--- config.mk ---
export PLATFORM = sky130hd
export DESIGN_NAME = fp_div
export DESIGN_NICKNAME = d
export VERILOG_FILES = /design/src/rtl/fp_div.sv
export SDC_FILE = /design/constraint.sdc
export NUM_CORES = 1
export LEC_CHECK = 0
export CAP_MARGIN = 20
export CORE_ASPECT_RATIO = 1.1
export CORE_UTILIZATION = 30
export DETAILED_ROUTE_END_ITERATION = 12
export PLACE_DENSITY = 0.62
export SKIP_LAST_GASP = 1
export SLEW_MARGIN = 20
export SYNTH_ARGS = -nofsm -noshare
export SYNTH_HDL_FRONTEND = slang
export SYNTH_SLANG_ARGS = --single-unit
--- constraint.sdc ---
create_clock -name clk -period 3.7 [get_ports clk]
set_input_delay 1.11 -clock clk [delete_from_list [all_inputs] [get_ports clk]]
set_output_delay 1.11 -clock clk [all_outputs]
set_load 0.05 [all_outputs]
--- src/rtl/fp_div.sv ---
// ---------------------------------------------------------------------------
// fp_div -- sequential floating-point divider (sign / biased exponent /
// fraction with hidden 1). Each division takes one quotient bit per cycle
// using restoring division. Subnormals are flushed to zero. The quotient
// fraction is truncated.
//
// Parameters
//   EXP_WIDTH   exponent field width
//   FRAC_WIDTH  stored fraction width (hidden 1 implied)
//
// Ports
//   clk                           rising-edge clock
//   rst                           asynchronous active-high reset
//   in_valid / in_ready           operand handshake (in_ready high in IDLE)
//   op1_sign/op1_exp/op1_frac     dividend
//   op2_sign/op2_exp/op2_frac     divisor
//   out_valid / out_ready         result handshake (out_valid high in DONE)
//   op3_sign/op3_exp/op3_frac     quotient, held until the next result
//   overflow/underflow/div_by_zero status flags, valid with out_valid
// ---------------------------------------------------------------------------
module fp_div #(
    parameter int EXP_WIDTH  = 8,
    parameter int FRAC_WIDTH = 7
) (
    input  logic                  clk,
    input  logic                  rst,
    input  logic                  in_valid,
    output logic                  in_ready,
    input  logic                  op1_sign,
    input  logic [EXP_WIDTH-1:0]  op1_exp,
    input  logic [FRAC_WIDTH-1:0] op1_frac,
    input  logic                  op2_sign,
    input  logic [EXP_WIDTH-1:0]  op2_exp,
    input  logic [FRAC_WIDTH-1:0] op2_frac,
    output logic                  out_valid,
    input  logic                  out_ready,
    output logic                  op3_sign,
    output logic [EXP_WIDTH-1:0]  op3_exp,
    output logic [FRAC_WIDTH-1:0] op3_frac,
    output logic                  overflow,
    output logic                  underflow,
    output logic                  div_by_zero
);

    // Quotient width: mantissa ratio lies in (0.5, 2), scaled by 2^(F+1).
    localparam int QW    = FRAC_WIDTH + 2;
    localparam int CNT_W = (QW > 1) ? $clog2(QW) : 1;
    // Signed exponent arithmetic needs two guard bits for the full range.
    localparam int SW    = EXP_WIDTH + 2;

    localparam logic signed [SW-1:0] BIAS  = SW'((2 ** (EXP_WIDTH - 1)) - 1);
    localparam logic signed [SW-1:0] E_MAX = SW'((2 ** EXP_WIDTH) - 2);
    localparam logic signed [SW-1:0] ONE   = SW'(1);
    localparam logic [CNT_W-1:0]     LAST  = CNT_W'(QW - 1);

    typedef enum logic [1:0] {
        IDLE = 2'd0,
        CALC = 2'd1,
        DONE = 2'd2
    } state_t;

    state_t                state_q;
    logic [CNT_W-1:0]      cnt_q;
    logic [QW-1:0]         rem_q;       // partial remainder, always < 2*divisor
    logic [QW-2:0]         quo_q;       // quotient bits produced so far
    logic [FRAC_WIDTH:0]   mb_q;        // divisor mantissa with hidden 1
    logic [EXP_WIDTH-1:0]  exp1_q;
    logic [EXP_WIDTH-1:0]  exp2_q;
    logic                  sign_q;
    logic                  zero1_q;
    logic                  zero2_q;
    logic                  in_ready_q;
    logic                  out_valid_q;
    logic                  op3_sign_q;
    logic [EXP_WIDTH-1:0]  op3_exp_q;
    logic [FRAC_WIDTH-1:0] op3_frac_q;
    logic                  overflow_q;
    logic                  underflow_q;
    logic                  div_by_zero_q;

    // One restoring-division step: subtract the divisor if it fits,
    // record the quotient bit, then shift the remainder left.
    logic                  ge;
    logic [QW-1:0]         rem_sub;
    logic [QW-1:0]         rem_d;
    logic [QW-1:0]         quo_d;

    // Result that would be produced if this step were the last one.
    logic signed [SW-1:0]  e_raw;
    logic signed [SW-1:0]  e_norm;
    logic [EXP_WIDTH-1:0]  res_exp_d;
    logic [FRAC_WIDTH-1:0] res_frac_d;
    logic                  ovf_d;
    logic                  unf_d;
    logic                  dbz_d;

    always_comb begin
        ge      = (rem_q >= {1'b0, mb_q});
        rem_sub = ge ? (rem_q - {1'b0, mb_q}) : rem_q;
        rem_d   = rem_sub << 1;
        quo_d   = {quo_q, ge};
    end

    always_comb begin
        // NOTE: every output of a combinational block gets a default first,
        // so no path through the if/else chain leaves it unassigned (latch).
        res_exp_d  = '0;
        res_frac_d = '0;
        ovf_d      = 1'b0;
        unf_d      = 1'b0;
        dbz_d      = 1'b0;

        e_raw  = $signed({2'b00, exp1_q}) - $signed({2'b00, exp2_q}) + BIAS;
        // Quotient MSB clear means the mantissa ratio was below 1.
        e_norm = quo_d[QW-1] ? e_raw : (e_raw - ONE);

        if (zero2_q) begin
            // Division by zero wins even over a zero dividend.
            res_exp_d = '1;
            dbz_d     = 1'b1;
        end else if (zero1_q) begin
            res_exp_d = '0;
        end else if (e_norm > E_MAX) begin
            res_exp_d = '1;
            ovf_d     = 1'b1;
        end else if (e_norm < ONE) begin
            res_exp_d = '0;
            unf_d     = 1'b1;
        end else begin
            res_exp_d  = e_norm[EXP_WIDTH-1:0];
            res_frac_d = quo_d[QW-1] ? quo_d[FRAC_WIDTH:1] : quo_d[FRAC_WIDTH-1:0];
        end
    end

    // NOTE: all state here uses non-blocking assignments so every register
    // samples the values from before the edge, regardless of statement order.
    always_ff @(posedge clk or posedge rst) begin
        if (rst) begin
            state_q       <= IDLE;
            cnt_q         <= '0;
            rem_q         <= '0;
            quo_q         <= '0;
            mb_q          <= '0;
            exp1_q        <= '0;
            exp2_q        <= '0;
            sign_q        <= 1'b0;
            zero1_q       <= 1'b0;
            zero2_q       <= 1'b0;
            in_ready_q    <= 1'b1;
            out_valid_q   <= 1'b0;
            op3_sign_q    <= 1'b0;
            op3_exp_q     <= '0;
            op3_frac_q    <= '0;
            overflow_q    <= 1'b0;
            underflow_q   <= 1'b0;
            div_by_zero_q <= 1'b0;
        end else begin
            case (state_q)
                IDLE: begin
                    if (in_valid) begin
                        state_q    <= CALC;
                        in_ready_q <= 1'b0;
                        cnt_q      <= '0;
                        // Dividend mantissa; the implied <<(F+1) is realised
                        // by shifting zeros into the remainder each step.
                        rem_q      <= {1'b0, 1'b1, op1_frac};
                        quo_q      <= '0;
                        mb_q       <= {1'b1, op2_frac};
                        exp1_q     <= op1_exp;
                        exp2_q     <= op2_exp;
                        sign_q     <= op1_sign ^ op2_sign;
                        zero1_q    <= (op1_exp == '0);
                        zero2_q    <= (op2_exp == '0);
                    end
                end
                CALC: begin
                    rem_q <= rem_d;
                    quo_q <= quo_d[QW-2:0];
                    cnt_q <= cnt_q + CNT_W'(1);
                    if (cnt_q == LAST) begin
                        state_q       <= DONE;
                        out_valid_q   <= 1'b1;
                        op3_sign_q    <= sign_q;
                        op3_exp_q     <= res_exp_d;
                        op3_frac_q    <= res_frac_d;
                        overflow_q    <= ovf_d;
                        underflow_q   <= unf_d;
                        div_by_zero_q <= dbz_d;
                    end
                end
                DONE: begin
                    if (out_ready) begin
                        state_q     <= IDLE;
                        out_valid_q <= 1'b0;
                        in_ready_q  <= 1'b1;
                    end
                end
                default: begin
                    state_q     <= IDLE;
                    out_valid_q <= 1'b0;
                    in_ready_q  <= 1'b1;
                end
            endcase
        end
    end

    assign in_ready    = in_ready_q;
    assign out_valid   = out_valid_q;
    assign op3_sign    = op3_sign_q;
    assign op3_exp     = op3_exp_q;
    assign op3_frac    = op3_frac_q;
    assign overflow    = overflow_q;
    assign underflow   = underflow_q;
    assign div_by_zero = div_by_zero_q;

endmodule

==> key figures <==
Logic synthesis
  – Synthesized instance count: 467
  – Dominant cells by area after synthesis: dfrtp_1, nand2_1, ha_1
  – Commonest cells in the netlist: nand2_1, dfrtp_1, o21ai_0
  – Mean post-synth cell area: around 9.0 um2
  – Ys async rst share: 1.00
  – Area leader, netlist: dfrtp_1
  – Post-synthesis cell type count: between 60 and 70
  – Sequential share of the synthesized area: 0.425
  – Syn Std Cell Area: between 0.004 and 0.005 mm2
  – Synth warn: 0
  – Number of synthesized flops with an enable pin: 0
  – Cell with the most instances after synthesis: nand2_1
  – Yosys reg bits: 71
  – Synth top area share: 0.419
  – Syn Nets: about 530
  – Ys flop type: dfrtp_1

STA
  – Fmax: about 0.28 GHz
  – Final Setup Violations: 0
  – Slew margin rel.: 0.361
  – Final Critical Period: around 3.6 ns
  – Skew final: 0.00680 ns
  – Tcrit/Tclk final: 0.967
  – Slew @ Worst Pin: around 0.96 ns
  – Final hold viol count: 0
  – Final Max Tran Viols: 0

Run
  – Max_cap viols: 0

Critical path
  – Worst setup SP type: flip-flop
  – Data required time of the worst path: about 3.9 ns
  – Worst-path fanout max: 10
  – Crit Path Class: reg2reg
  – CP endpoint kind: flip-flop
  – Worst reg2reg path depth: 16
  – Worst Path Arrival: about 3.8 ns

Floorplanning
  – Die Area: 0.0144 mm2
  – FP Rows: between 40 and 50
  – Core area: around 0.013 mm2
  – Die W: approximately 110 um
  – Die Y: approximately 130 um
  – IO Count: 57
  – Initial core utilization: 0.312

Clocking
  – TritonCTS Sinks: 71
  – Clk buf depth: 2
  – Clk_lat worst skew: between 0.3 and 0.4 ns
  – CTS root buf: clkbuf_16
  – Max H-tree Level: 3
  – CTS Buf Count: 9
  – CTS clock-pin slew for the worst setup and hold paths: 0.05 ns
  – CTS tree: done

Global route
  – Largest net degree at the start of global routing: 37
  – Vias in the first global route: between 3000 and 4000
  – Initial antenna violation count: 0
  – Total GRT Usage: 0.151
  – GRT Residual Overflow: 0
  – First-pass GRT wire length: about 17 mm

Detailed routing
  – Remaining DRCs: 0
  – Antenna Violating Nets Remaining: 0
  – TritonRoute pass-1 iters: 4
  – DRT iter0 DRCs: roughly 110
  – DR vias/cell: 4.94
  – Avg WL per Cell: about 14 um
  – Via count: roughly 3500
  – Final wirelength: between 10 and 15 mm

Finish
  – Total Nets Final: 581
  – Fillers: approximately 1300
  – N_diodes: 0
  – Area growth syn-to-layout: 27.0%
  – Share of layout cells above drive strength 1: 0.118
  – Post-layout util: 0.397

Place
  – Final GP Congestion: 0.885
  – Final HPWL DP: between 7 and 8 mm
  – Buffers on Ports: 56

Min path
  – Worst min path class: reg2reg
  – Hold Path Stages: 2

Run status
  – Run status: finished clean
layer usage:
layer / GRT usage / vias up / part of all wire
met1: 0.184 / 1693 / 0.44
met2: 0.262 / 83 / 0.50
met4: 0.0558 / 0 / 0.019
li1: - / 1718 / -
met5: 0 / - / 0
met3: 0.0308 / 16 / 0.037
worst max-delay path, cell delays in order (launching register included):
cell and delay (ns):
dfrtp_1 0.35, inv_1 0.07, ha_2 0.18, inv_1 0.05
fa_2 0.53, inv_1 0.06, ha_2 0.21, buf_4 0.16
a21oi_1 0.11, o21ai_0 0.09, mux2i_1 0.23, xor2_1 0.20
nor4_1 0.45, nand3_2 0.15, and3_4 0.21, buf_12 0.13
a32o_1 0.24
cell families (layout without fill, tap and decap cells):
group / Yosys count / count (layout) / share of synthesized area
simple gates: 186 / 186 / 0.200
fa+ha+maj: 22 / 22 / 0.0694
compound gates: 109 / 109 / 0.185
buf+inv: 50 / 110 / 0.0548
mux: 9 / 9 / 0.0219
flops: 71 / 71 / 0.425
xor+xnor: 20 / 20 / 0.0437
registers in the layout (all words and copies together), names as in the netlist, 2 cells and up:
signal / cells
rem_q: 9
exp1_q: 8
exp2_q: 8
mb_q: 8
op3_exp: 8
quo_q: 8
op3_frac: 7
cnt_q: 4
state_q: 2
cells in the final DEF, fill, tap and decap left out, types with 3 or more instances in the layout:
master | synthesis | routed
nor4_1 | 7 | 6
mux2i_1 | 8 | 8
o21ai_0 | 37 | 37
a31oi_1 | 7 | 7
a221oi_2 | 3 | 3
xnor2_1 | 9 | 8
o221a_2 | 3 | 3
dfrtp_1 | 70 | 70
nand3_1 | 9 | 9
nand2_1 | 100 | 100
inv_1 | 28 | 27
a211oi_1 | 5 | 5
nor2b_1 | 4 | 4
a21oi_1 | 18 | 17
clkbuf_8 | 0 | 3
nor2_1 | 33 | 32
buf_4 | 0 | 9
ha_1 | 20 | 18
o31ai_1 | 3 | 3
clkdlybuf4s50_1 | 0 | 56
xor2_1 | 10 | 9
a32o_1 | 8 | 8
o21a_1 | 3 | 3
nand2b_1 | 5 | 5
and2_1 | 3 | 3
clkbuf_16 | 0 | 9
a21o_1 | 3 | 3
nor3_1 | 7 | 7
path summary, 6_finish.rpt:
| path | start | end | slack, ns |
|---|---|---|---|
| setup / recovery | exp1_q[0]$_DFFE_PP0P_ | op3_frac[5]$_DFFE_PP0P_ | 0.12 |
| hold / removal | mb_q[7]$_DFFE_PP0P_ | mb_q[7]$_DFFE_PP0P_ | 0.45 |
| setup reg to reg | exp1_q[0]$_DFFE_PP0P_ | op3_frac[5]$_DFFE_PP0P_ | 0.12 |
| hold reg to reg | mb_q[7]$_DFFE_PP0P_ | mb_q[7]$_DFFE_PP0P_ | 0.45 |
| max in group asynchronous | rst | state_q[1]$_DFFE_PP0P_ | 1.78 |
| min in group asynchronous | rst | out_valid$_DFFE_PP0P_ | 1.25 |
metrics by stage:
step	std cells	hold slack, ns	TNS [ns]	area, um2	worst slack [ns]
after floorplan	467	0.418	0	4180	0.180
after global placement	694	0.433	0	4940	0.138
after detailed placement	694	0.441	0	4940	0.0483
after CTS	709	0.456	0	5230	0.0560
after global routing	711	0.463	-0.623	5310	-0.0768
final	711	0.448	0	5310	0.121
what timing repair did:
item                       in CTS  in global routing
setup endpoints to repair       0                 14
buffers inserted                0                  2
hold buffers                    0                  0
gates resized for setup         0                 15
final cells by class:
class / instances / area [um2] / area share
clock inverter: 3 / 17.5 / 0.00330
sequential: 71 / 1780 / 0.335
multi-input combinational: 346 / 2240 / 0.423
timing repair buffer: 67 / 668 / 0.126
clock buffer: 12 / 267 / 0.0502
tap: 184 / 230 / 0.0434
inverter: 28 / 105 / 0.0198
Power is left out: the tool's default activity adds up to more than one toggle a clock period on the data nets, which glitch-free logic cannot reach.
